### config.mk
export PLATFORM = sky130hd
export DESIGN_NAME = clock_period_meter
export DESIGN_NICKNAME = d
export VERILOG_FILES = /design/src/rtl/clock_period_meter.sv
export SDC_FILE = /design/constraint.sdc
export NUM_CORES = 1
export LEC_CHECK = 0
export ABC_AREA = 1
export CORE_MARGIN = 2
export CORE_UTILIZATION = 43
export CTS_CLUSTER_SIZE = 40
export DETAILED_ROUTE_END_ITERATION = 16
export PLACE_DENSITY = 0.66
export SLEW_MARGIN = 20
export SYNTH_ARGS = -nofsm -noshare
export SYNTH_HDL_FRONTEND = slang
export SYNTH_SLANG_ARGS = --single-unit
### constraint.sdc
create_clock -name clk -period 2.3 [get_ports clk]
set_input_delay 0.69 -clock clk [delete_from_list [all_inputs] [get_ports clk]]
set_output_delay 0.69 -clock clk [all_outputs]
set_load 0.02 [all_outputs]
### src/rtl/clock_period_meter.sv
// Purpose : measures period and high time of a divided clock in clk cycles, flags lock and stall.
// Latency : a clk_in rise first sampled at edge k reports (valid) after edge k+SYNC_STAGES.
// Backpressure: none; outputs are levels plus a one-cycle valid pulse, consumers must not stall it.
//
// Ports:
//   clk        system clock, rising edge
//   reset      asynchronous active-low reset
//   clk_in     divided clock under measurement (asynchronous, synchronized here)
//   period     clk cycles between the last two rising edges of clk_in
//   high_time  clk cycles clk_in was sampled high within that period
//   valid      one-cycle pulse when period/high_time update
//   locked     last two reported periods were equal
//   timeout    no rising edge for 2^CNT_W-1 cycles
module clock_period_meter #(
  parameter int CNT_W       = 16,
  parameter int SYNC_STAGES = 2
) (
  input  logic             clk,
  input  logic             reset,
  input  logic             clk_in,
  output logic [CNT_W-1:0] period,
  output logic [CNT_W-1:0] high_time,
  output logic             valid,
  output logic             locked,
  output logic             timeout
);

  typedef enum logic [1:0] {
    IDLE    = 2'd0,
    MEASURE = 2'd1,
    STALLED = 2'd2
  } state_t;

  localparam logic [CNT_W-1:0] CNT_ONE  = CNT_W'(1);
  // Stalling on the step that would make cnt all-ones keeps a reported period <= 2^CNT_W-2.
  localparam logic [CNT_W-1:0] CNT_LAST = {CNT_W{1'b1}} - CNT_W'(1);

  logic [SYNC_STAGES-1:0] sync_q;
  logic                   s;
  logic                   s_d;
  logic                   rise;

  state_t           state;
  state_t           state_nxt;
  logic [CNT_W-1:0] cnt;
  logic [CNT_W-1:0] cnt_nxt;
  logic [CNT_W-1:0] hcnt;
  logic [CNT_W-1:0] hcnt_nxt;
  logic [CNT_W-1:0] hcnt_inc;
  logic [CNT_W-1:0] period_nxt;
  logic [CNT_W-1:0] high_nxt;
  logic             valid_nxt;
  logic             locked_nxt;
  logic             timeout_nxt;
  logic             have_prev;
  logic             have_prev_nxt;

  // Synchronizer chain; sync_q[0] is the first sampling flop.
  always_ff @(posedge clk or negedge reset) begin
    if (!reset) begin
      sync_q <= '0;
      s_d    <= 1'b0;
    end else begin
      sync_q <= {sync_q[SYNC_STAGES-2:0], clk_in};
      s_d    <= s;
    end
  end

  assign s        = sync_q[SYNC_STAGES-1];
  assign rise     = s & ~s_d;
  // hcnt never exceeds cnt, so this cannot wrap before the stall check fires.
  assign hcnt_inc = hcnt + {{(CNT_W-1){1'b0}}, s};

  always_ff @(posedge clk or negedge reset) begin
    if (!reset) begin
      state     <= IDLE;
      cnt       <= '0;
      hcnt      <= '0;
      period    <= '0;
      high_time <= '0;
      valid     <= 1'b0;
      locked    <= 1'b0;
      timeout   <= 1'b0;
      have_prev <= 1'b0;
    end else begin
      state     <= state_nxt;
      cnt       <= cnt_nxt;
      hcnt      <= hcnt_nxt;
      period    <= period_nxt;
      high_time <= high_nxt;
      valid     <= valid_nxt;
      locked    <= locked_nxt;
      timeout   <= timeout_nxt;
      have_prev <= have_prev_nxt;
    end
  end

  always_comb begin
    state_nxt     = state;
    cnt_nxt       = cnt;
    hcnt_nxt      = hcnt;
    period_nxt    = period;
    high_nxt      = high_time;
    valid_nxt     = 1'b0;
    locked_nxt    = locked;
    timeout_nxt   = timeout;
    have_prev_nxt = have_prev;

    case (state)
      IDLE: begin
        // First edge only opens a window; nothing to report yet.
        if (rise) begin
          cnt_nxt   = CNT_ONE;
          hcnt_nxt  = CNT_ONE;
          state_nxt = MEASURE;
        end
      end

      MEASURE: begin
        if (rise) begin
          period_nxt    = cnt;
          high_nxt      = hcnt;
          valid_nxt     = 1'b1;
          locked_nxt    = (cnt == period) && have_prev;
          have_prev_nxt = 1'b1;
          cnt_nxt       = CNT_ONE;
          hcnt_nxt      = CNT_ONE;
        end else if (cnt == CNT_LAST) begin
          // Counter reaches all-ones: declare stall, keep last report.
          cnt_nxt       = {CNT_W{1'b1}};
          hcnt_nxt      = hcnt_inc;
          state_nxt     = STALLED;
          timeout_nxt   = 1'b1;
          locked_nxt    = 1'b0;
          have_prev_nxt = 1'b0;
        end else begin
          cnt_nxt  = cnt + CNT_ONE;
          hcnt_nxt = hcnt_inc;
        end
      end

      STALLED: begin
        // Recovery edge behaves like a first edge: restart window, no report.
        if (rise) begin
          cnt_nxt     = CNT_ONE;
          hcnt_nxt    = CNT_ONE;
          timeout_nxt = 1'b0;
          state_nxt   = MEASURE;
        end
      end

      default: begin
        state_nxt = IDLE;
      end
    endcase
  end

endmodule

Word-level counts from Yosys, hierarchy flattened --
Cells that the tools add are included.
Word-level totals: bits in registers 73, input port bits 3, output and inout bits 35, logic and storage cells 53
Operators by class: add/sub/neg operators 2, equality and inequality tests 8, muxes and demuxes 19, bitwise logic cells 2, reduce and logical (&&, ||, !) cells 11
Operator list (count):
- $mux W16 | 4
- $pmux W16 S2 | 2
- $add A16 B1 Y16 | 1
- $add A16 B1 Y16 const B | 1
- $eq A16 B16 Y1 | 1
- $eq A16 B16 Y1 const B | 1
- $mux W1 | 8
- $mux W2 | 3
- $ne A2 B2 Y1 const B | 3
- $reduce_and A2 Y1 | 3
- $reduce_bool A2 Y1 | 3
- $pmux W2 S2 | 1
- $reduce_and A4 Y1 | 1
- $reduce_and A3 Y1 | 1
- $eq A2 B1 Y1 const B | 1
- $eq A2 B2 Y1 const B | 1
- $logic_not A2 Y1 | 1
- $ne A2 B1 Y1 const B | 1
- $pmux W1 S2 | 1
- $reduce_or A2 Y1 | 1
- $and A1 B1 Y1 | 1
- $logic_and A1 B1 Y1 | 1
- $not A1 Y1 | 1

Longest topological paths before layout --
Gate-level depths: netlist of run 1.
depth in word-level cells 4, gate-level depth with buffers 10, mapped depth without buffers 10

Worst setup path after synthesis of run 1 --
OpenSTA, ideal clock, no wires.
path type register -> register, start point register cnt[0], end point register state[1], setup time 0.095 ns, arrival time 1.358 ns, required time 2.205 ns, path slack 0.846 ns, stages on the path, launching flop included 10, buffers on the path 1, period minus slack after synthesis 1.454 ns, cells stage by stage dfrtp_1 inv_1 ha_1 nand2_1 nor2_1 nand2_1 nor2_4 nand3_4 buf_6 o31ai_1
On the way: cells in the longest elaborated chain, start to end 3
Ends and longest elaborated chain:
- start: declaration | line 45 | logic [CNT_W-1:0] cnt;
- start signal: assignment | line 87 | cnt <= cnt_nxt;
- $eq A16 B16 Y1 | line 128 | end else if (cnt == CNT_LAST) begin
- $ne A2 B2 Y1 (no line)
- $reduce_and A3 Y1 (no line)
- end signal: assignment | line 86 | state <= state_nxt;
- end: declaration | line 43 | state_t state;
Every way passes these cells. A chain may end at the register's enable or synchronous reset.

Worst setup path after layout of run 1 --
start point register period[4], end point output period[4]
RTL lines:
- start: declaration | line 21 | output logic [CNT_W-1:0] period,
- start signal: assignment | line 89 | period <= period_nxt;
No word-level cell between the ends.

==> results of run 1 <==
cell type report:
| type | count | area [sq um] | area share (%) |
|---|---|---|---|
| clock inverter | 5 | 38.8 | 0.863 |
| timing repair buffer | 43 | 423 | 9.41 |
| inverter | 66 | 248 | 5.51 |
| multi-input combinational | 361 | 1680 | 37.4 |
| tap | 108 | 135 | 3.01 |
| clock buffer | 11 | 141 | 3.15 |
| sequential | 73 | 1830 | 40.6 |
cell usage after synthesis, drive strengths merged:
cell type and instances:
nor2 43, ha 4, buf 11, o31ai 1
nand3 44, dfrtp 73, xnor2 3, a21oi 14
nand2 182, o21ai 55, inv 66, clkbuf 7
o22ai 3, o211ai 4, nor3 4, nand4 4
per-layer routing:
layer	GRT usage (%)	wire [um]	up-vias
met5	0	0	-
met3	2.34	430	14
met4	7.59	171	0
met2	27.5	3710	84
li1	-	-	1704
met1	29.3	4380	1587
where the power goes:
group	total (mW)	internal, mW	switching, mW	leakage [nW]
logic	0.706	0.288	0.418	1.05
clock network	0.929	0.427	0.502	0.0899
registers	1.56	1.41	0.143	0.983
total	3.19	2.13	1.06	2.12
sequential cells by signal, indices dropped and copies added (netlist names):
signal     flops
cnt           16
have_prev      1
hcnt          16
high_time     16
locked         1
period        16
s_d            1
state          2
sync_q         2
timeout        1
valid          1
cells in the final DEF (no fill, tap or decap), drive strengths merged:
| master | netlist | layout |
|---|---|---|
| o31ai | 1 | 1 |
| nand2 | 182 | 182 |
| buf | 11 | 7 |
| xnor2 | 3 | 3 |
| clkdlybuf4s50 | 0 | 36 |
| clkbuf | 7 | 11 |
| inv | 66 | 67 |
| dfrtp | 73 | 73 |
| nand4 | 4 | 4 |
| ha | 4 | 4 |
| o211ai | 4 | 4 |
| nand3 | 44 | 44 |
| o21ai | 55 | 55 |
| o22ai | 3 | 3 |
| clkinvlp | 0 | 1 |
| nor2 | 43 | 43 |
| clkinv | 0 | 3 |
| a21oi | 14 | 14 |
| nor3 | 4 | 4 |
cell families after synthesis:
logic type	after synthesis	share of synthesized area, %
AND/OR/NAND/NOR	277	31.3
XOR/XNOR	3	0.683
adder cells (fa/ha/maj)	4	1.30
flip-flops	73	47.5
buffers and inverters	84	8.72
AO/OA/AOI/OAI	77	10.4
path summary, 6_finish.rpt:
| path | start | endpoint | slack, ps | cells after the start |
|---|---|---|---|---|
| setup / recovery | period[4] | period[4] | 240 | 1 |
| hold / removal | reset | high_time[7] | 340 | 2 |
| setup reg to reg | cnt[1] | cnt[8] | 540 | 7 |
| hold reg to reg | sync_q[0] | sync_q[1] | 390 | 0 |
| max in group asynchronous | reset | period[13] | 1640 | 2 |
| min in group clk | sync_q[0] | sync_q[1] | 390 | 0 |
through the flow:
| stage | utilization (%) | power, mW | instances | hold slack (ps) | setup slack [ps] |
|---|---|---|---|---|---|
| 2_1_floorplan | - | 2.00 | 518 | 331 | 846 |
| 3_3_place_gp | 49.7 | 2.28 | 651 | 384 | 611 |
| 3_5_place_dp | 49.7 | 2.29 | 651 | 356 | 608 |
| 4_1_cts | 51.8 | 3.22 | 667 | 366 | 219 |
| 5_1_grt | 51.8 | 3.39 | 667 | 365 | 187 |
| 6_report | 51.8 | 3.19 | 667 | 339 | 238 |
==> out/summary.txt, run 1 <==
Status = finished, final reports clean
Post-synth top area cell = dfrtp_1
Setup Buffers After CTS = 0
Leak Pwr = 2.12 nW
Chip Width = 98.6 um
Final wirelength = 8690 um
Wire per inst = 13.0 um
Post-Syn Instances = 518
Fin. Hold Viols = 0
Share of layout cells above drive strength 1 = 7.69%
Tot GR Track Use = 19.1%
Fin area = 4500 sq um
First drt pass iteration count = 5
Final nets = 561
Register area share after synthesis = 47.5%
PD cells = 710 nW/um^2
Worst path required time = 1610 ps
CP peak stage delay = 620 ps
Synth top area share = 47.5%
Die area = 9710 sq um
Die height = 98.6 um
HP Class = primary input to async pin
Total number of vias = 3389
Synth cell types = 24
Vias in the first global route = 3083
DR DRC count = 0
Yosys reg bits = 73
Initial core utilization = 44.3%
Warnings from Yosys = 0
First-pass GRT wire length = 15000 um
Worst Path Buf+Inv = 1
CTS tree = built
Max Cap Viol = 0
Worst skew pair latency = 350 ps
CTS Buf Count = 9
Area growth syn-to-layout = 16.9%
Setup TNS = 0 ps
CP max-delay cell = clkdlybuf4s50_1
Row count = 34
DRT iter0 DRCs = 208
Worst setup SP type = register
CTS sink count = 73
Buffers added on ports = 37
Placed Area = 4320 sq um
Slew margin rel. = 67.0%
Max-slew violations = 0
Cell family with the largest share of critical-path delay = buffers and inverters
Antenna Nets Post-Route = 0
CP Data Arrival Time = 1370 ps
Clk slew on worst S/H paths = 80 ps
Synthesized Nets = 525
Root Driver = clkbuf_8
Synthesized area = 3840 sq um
Largest net degree at the start of global routing = 74
Top achievable clock speed = 485 MHz
I/O pins = 38
Post-CTS sizing = 0
Hold-fix buffers, CTS = 0
Post-DR vias/cell = 5.08
Worst vdd ir = 0.373 mV
Gr ovfl total = 0
Crit path cell chain = clkdlybuf4s50_1
Crit path kind = register to output pin
Main area contributors after synthesis = dfrtp_1, nand2_1, o21ai_0
CP Capture Type = output pin
H-tree depth = 3
Initial antenna violation count = 0
Syn avg cell area = 7.42 sq um
Final setup viols = 0
Period utilisation layout = 89.6%
Placeable Area = 8680 sq um
DP HPWL = 6230 um
# diodes = 0
Tmin final = 2060 ps
CP max FO = 3
RSZ-0062 raised after global routing = no
Routability cong. = 0.900
Clock Skews = 10.7 ps
Slew @ Worst Pin = 494 ps
Max Buffers Root-to-Sink = 2
Fill count = 852
No activity file was read; power rests on OpenSTA's default activity.
==> run 2: changes to the inputs <==
Settings changed: PLACE_DENSITY 0.66 to default.
==> run 2 against run 1 <==
Worst hold slack worse by 57 ps; clock power increased by 12%; global-route usage up 0.80 points; first-iteration DRC count is 27% higher; critical path type unchanged; utilization increased by 0.30 points; sequential share of layout area is 0.24 points lower; non-clock buffer count did not move; clock skew fell by 4.8 ps.
==> out/summary.txt, run 2 (synthesis results as in run 1) <==
Max-slew violations = 0 (unchanged)
Largest net degree at the start of global routing = 36 (-51%)
CP max-delay cell = clkdlybuf4s50_1
I/O pins = 38 (unchanged)
Leak Pwr = 2.12 nW (+0.31%)
Worst Path Buf+Inv = 1 (unchanged)
Row count = 34 (unchanged)
Stages on worst setup path = 1 (unchanged)
Crit path kind = register to output pin
CP max FO = 3 (unchanged)
Status = finished, final reports clean
Cell family with the largest share of critical-path delay = buffers and inverters
Top achievable clock speed = 485 MHz (about the same)
Worst skew pair latency = 350 ps (about the same)
R2R cell count = 9 (+2)
Commonest cells after routing, fill and taps aside = nand2_1, dfrtp_1, inv_1, o21ai_0
Vias in the first global route = 3072 (-0.36%)
Placeable Area = 8680 sq um (unchanged)
Worst setup SP type = register
Fill count = 881 (+3.4%)
Setup Buffers After CTS = 0 (unchanged)
Slew @ Worst Pin = 497 ps (+3.12 ps)
Chip Width = 98.6 um (unchanged)
Commonest non-fill, non-tap cell in the layout = nand2_1
Max Cap Viol = 0 (unchanged)
Net Switching = 1.07 mW (+0.33%)
Die area = 9710 sq um (unchanged)
Initial antenna violation count = 0 (unchanged)
Setup TNS = 0 ps (unchanged)
Share of layout cells above drive strength 1 = 7.87% (+0.18 points)
Initial core utilization = 44.3% (unchanged)
Fin. Hold Viols = 0 (unchanged)
# diodes = 0 (unchanged)
CP startpoint = period[4]
First drt pass iteration count = 5 (unchanged)
Buffers added on ports = 37 (unchanged)
HP Class = primary input to async pin
First-pass GRT wire length = 15500 um (+3.2%)
R2R Path End = hcnt[14]
Clock share of power = 31.6% (+2.5 points)
Critical Path Sink = period[4]
CTS tree = built
Tot GR Track Use = 19.9% (+0.80 points)
Reg power frac = 47.1% (-1.7 points)
WHS = 283 ps (-56.7 ps)
Routability cong. = 0.880 (-2.2%)
CP Data Arrival Time = 1370 ps (about the same)
CP Capture Type = output pin
Die height = 98.6 um (unchanged)
Reg2Reg Launch Point = state[0]
Sw Share = 32.3% (-0.93 points)
Slew margin rel. = 66.8% (-0.21 points)
Worst path required time = 1610 ps (about the same)
CTS Buf Count = 9 (unchanged)
DR DRC count = 0 (unchanged)
PD cells = 728 nW/um^2 (+2.6%)
Worst vdd ir = 0.322 mV (-14%)
DRT iter0 DRCs = 264 (+27%)
Final wirelength = 8990 um (+3.5%)
CP peak stage delay = 620 ps (about the same)
Hold-fix buffers, CTS = 0 (unchanged)
Total number of vias = 3347 (-1.2%)
Final nets = 561 (unchanged)
Post-DR vias/cell = 5.02 (-1.2%)
H-tree depth = 3 (unchanged)
DP HPWL = 6550 um (+5.1%)
Wire per inst = 13.5 um (+3.5%)
Area growth syn-to-layout = 17.6%
Gr ovfl total = 0 (unchanged)
Combinational Power Share = 21.3% (-0.8 points)
Root Driver = clkbuf_8
Clk slew on worst S/H paths = 80 ps (about the same)
Period utilisation layout = 89.7% (about the same)
RSZ-0062 raised after global routing = no
Final setup viols = 0 (unchanged)
Clock Skews = 5.90 ps (-4.76 ps)
Internal = 2.23 mW (+4.7%)
Post-CTS sizing = 0 (unchanged)
Worst reg-to-reg setup slack = 570 ps (+30 ps)
Antenna Nets Post-Route = 0 (unchanged)
Crit path cell chain = clkdlybuf4s50_1
Max Buffers Root-to-Sink = 2 (unchanged)
Tmin final = 2060 ps (+0.787 ps)
CTS sink count = 73 (unchanged)
-- run 2: cell count changes in the layout (fill, tap and decap cells not counted) --
cell,change
buf_2,-1
buf_4,+1
clkinvlp_4,+2
bufinv_16,+1
clkbuf_1,-1
clkinv_4,-2
-- run 2: cell type report --
type	count	area (sq um)	share of cell area (%)
Timing Repair Buffer	43	425	9.41
Inverter	66	248	5.48
Clock inverter	6	66.3	1.47
Multi-Input combinational cell	361	1680	37.2
Sequential cell	73	1830	40.4
Clock buffer	10	138	3.04
Tap cell	108	135	2.99
-- run 2: metrics by stage --
stage                     total power, mW  worst slack (ps)  instances  area, sq um  util [%]
after detailed placement             2.29               550        651         4320      49.8
after global routing                 3.52               181        667         4520      52.1
after CTS                            3.34               208        667         4520      52.1
after floorplan                      2.00               846        518         3840         -
after global placement               2.28               584        651         4320      49.8
final                                3.29               237        667         4520      52.1
-- run 2: worst min path at each step --
stage / from / to / slack, ps / depth (start not counted)
after floorplan: sync_q[0] / sync_q[1] / 330 / 0
after global placement: sync_q[0] / sync_q[1] / 400 / 0
after detailed placement: sync_q[0] / sync_q[1] / 390 / 0
after CTS: reset / high_time[11] / 280 / 1
after global routing: reset / high_time[13] / 300 / 1
final: reset / high_time[12] / 280 / 1
-- run 2: layer usage --
metal,routed length [um],global-route usage [%],part of all wire [%]
met4,118,6.32,1.3
met3,333,3.90,3.7
met2,3730,27.4,41
met5,0,0,0
met1,4810,31.4,53
-- run 2: power by group through the flow --
stage | Combinational, mW | Sequential (mW) | Clock, mW
6_report | 0.701 | 1.55 | 1.04
5_1_grt | 0.791 | 1.58 | 1.14
4_1_cts | 0.710 | 1.55 | 1.07
3_5_place_dp | 0.707 | 1.58 | 0
3_3_place_gp | 0.705 | 1.57 | 0
2_1_floorplan | 0.397 | 1.61 | 0
==> run 3: changes to the inputs <==
Clock period 2.3 ns to 1.95 ns, I/O delays scaled along.
==> run 3 against run 2 <==
Critical path depth unchanged; sequential share of layout area is 0.39 points lower; sequential cell count unchanged; clock skew up 1.3 ps; final cell count grew 0.30%; clock power grew 19%; global-route usage shrank 0.090 points; final area grew 0.97%; first-iteration DRC count fell by 24%; largest power group unchanged.
==> out/summary.txt, run 3 (synthesis results as in run 1) <==
Worst setup SP type = register
Commonest cells after routing, fill and taps aside = nand2_1, dfrtp_1, inv_1, o21ai_0
R2R Path End = hcnt[9]
Row count = 34 (unchanged)
Max Buffers Root-to-Sink = 2 (unchanged)
Worst reg-to-reg setup slack = 280 ps (-290 ps)
CTS Buf Count = 9 (unchanged)
Post-layout util = 52.6% (+0.50 points)
Share of layout cells above drive strength 1 = 8.20% (+0.33 points)
Dpl ws = 284 ps (-266 ps)
Die height = 98.6 um (unchanged)
WHS = 231 ps (-51.7 ps)
Gr ovfl total = 0 (unchanged)
Crit path kind = register to output pin
CTS tree = built
Final nets = 564 (+0.53%)
# diodes = 0 (unchanged)
Worst vdd ir = 0.372 mV (+15%)
R2R cell count = 8 (-1)
Slew margin rel. = 66.5% (-0.26 points)
Die area = 9710 sq um (unchanged)
Commonest non-fill, non-tap cell in the layout = nand2_1
Cell count after placement = 654 (+0.46%)
Worst skew pair latency = 350 ps (about the same)
Placeable Area = 8680 sq um (unchanged)
H-tree depth = 3 (unchanged)
Wire per inst = 13.4 um (-0.29%)
Largest net degree at the start of global routing = 74 (+110%)
I/O pins = 38 (unchanged)
Clk slew on worst S/H paths = 80 ps (about the same)
RSZ-0062 raised after global routing = no
Initial antenna violation count = 0 (unchanged)
Reg2Reg Launch Point = sync_q[1]
CP peak stage delay = 610 ps (about the same)
Period utilisation layout = 98.5%
Worst path required time = 1360 ps (-250 ps)
Stages on worst setup path = 1 (unchanged)
Leak Pwr = 2.35 nW (+10%)
CP max FO = 3 (unchanged)
Crit path cell chain = clkdlybuf4s50_1
CP max-delay cell = clkdlybuf4s50_1
Total number of vias = 3398 (+1.5%)
Vias in the first global route = 3129 (+1.9%)
Area growth syn-to-layout = 18.7%
CP startpoint = period[15]
First-pass GRT wire length = 15400 um (-0.58%)
Root Driver = clkbuf_8
Tot GR Track Use = 19.8% (-0.090 points)
Max Cap Viol = 0 (unchanged)
Final setup viols = 0 (unchanged)
Initial core utilization = 44.3% (unchanged)
Worst Path Buf+Inv = 1 (unchanged)
Clock Skews = 7.23 ps (+1.32 ps)
Tmin final = 1920 ps
Post-DR vias/cell = 5.08 (+1.2%)
Final wirelength = 9000 um (about the same)
Max-slew violations = 0 (unchanged)
Setup Buffers After CTS = 0 (unchanged)
Setup ws final = 29.5 ps (-208 ps)
DRT iter0 DRCs = 201 (-24%)
DP HPWL = 6440 um (-1.6%)
CP Data Arrival Time = 1340 ps (-30 ps)
Top achievable clock speed = 521 MHz
CTS sink count = 73 (unchanged)
Chip Width = 98.6 um (unchanged)
First drt pass iteration count = 5 (unchanged)
Status = finished, final reports clean
CP Capture Type = output pin
Critical Path Sink = period[15]
PD cells = 855 nW/um^2 (+17%)
Non-filler cells, final = 669 (+0.30%)
Antenna Nets Post-Route = 0 (unchanged)
HP Class = primary input to async pin
DR DRC count = 0 (unchanged)
Setup TNS = 0 ps (unchanged)
Slew @ Worst Pin = 501 ps (+3.87 ps)
Cell family with the largest share of critical-path delay = buffers and inverters
Fin. Hold Viols = 0 (unchanged)
Routability cong. = 0.819 (-7.0%)
Buffers added on ports = 37 (unchanged)
[run 3: cell types whose count changed in the layout (fill, tap and decap cells not counted), sizes merged]
cell	delta
dlymetal6s2s	+11
clkbuf	+1
inv	-1
clkdlybuf4s50	-16
buf	+3
clkinv	-1
dlygate4sd2	+5
[run 3: metal layers]
layer	routed length (um)	up-vias	track usage [%]
li1	-	1711	-
met1	4700	1592	30.9
met2	3720	84	27.7
met3	477	11	4.40
met4	102	0	5.48
met5	0	-	0
[run 3: layout make-up]
| class | instances | area (sq um) |
|---|---|---|
| Sequential cell | 73 | 1830 |
| Inverter | 66 | 248 |
| Multi-Input combinational cell | 361 | 1680 |
| Fill cell | 877 | 4110 |
| Timing Repair Buffer | 46 | 469 |
| Clock buffer | 11 | 151 |
| Clock inverter | 4 | 52.6 |
| Tap cell | 108 | 135 |
[run 3: through the flow]
stage / total power [mW] / area, sq um
4_1_cts: 3.95 / 4540
3_3_place_gp: 2.70 / 4340
6_report: 3.90 / 4570
5_1_grt: 4.13 / 4570
2_1_floorplan: 2.36 / 3840
3_5_place_dp: 2.72 / 4340
[run 3: repair_timing]
item / CTS / global route
hold buffers: 0 / 0
endpoints found under the setup margin: 5 / 11
resized for setup: 5 / 11
[run 3: how the worst min path moves through the flow]
| stage | endpoint | cells past startpoint |
|---|---|---|
| 4_1_cts | high_time[14] | 2 |
| 5_1_grt | high_time[14] | 2 |
| 3_3_place_gp | sync_q[1] | 0 |
| 2_1_floorplan | cnt[0] | 0 |
| 3_5_place_dp | sync_q[1] | 0 |
| 6_report | high_time[11] | 2 |
[run 3: report_power, final]
group / switching, mW / internal, mW
clock: 0.585 / 0.654
combinational: 0.504 / 0.340
sequential: 0.152 / 1.67
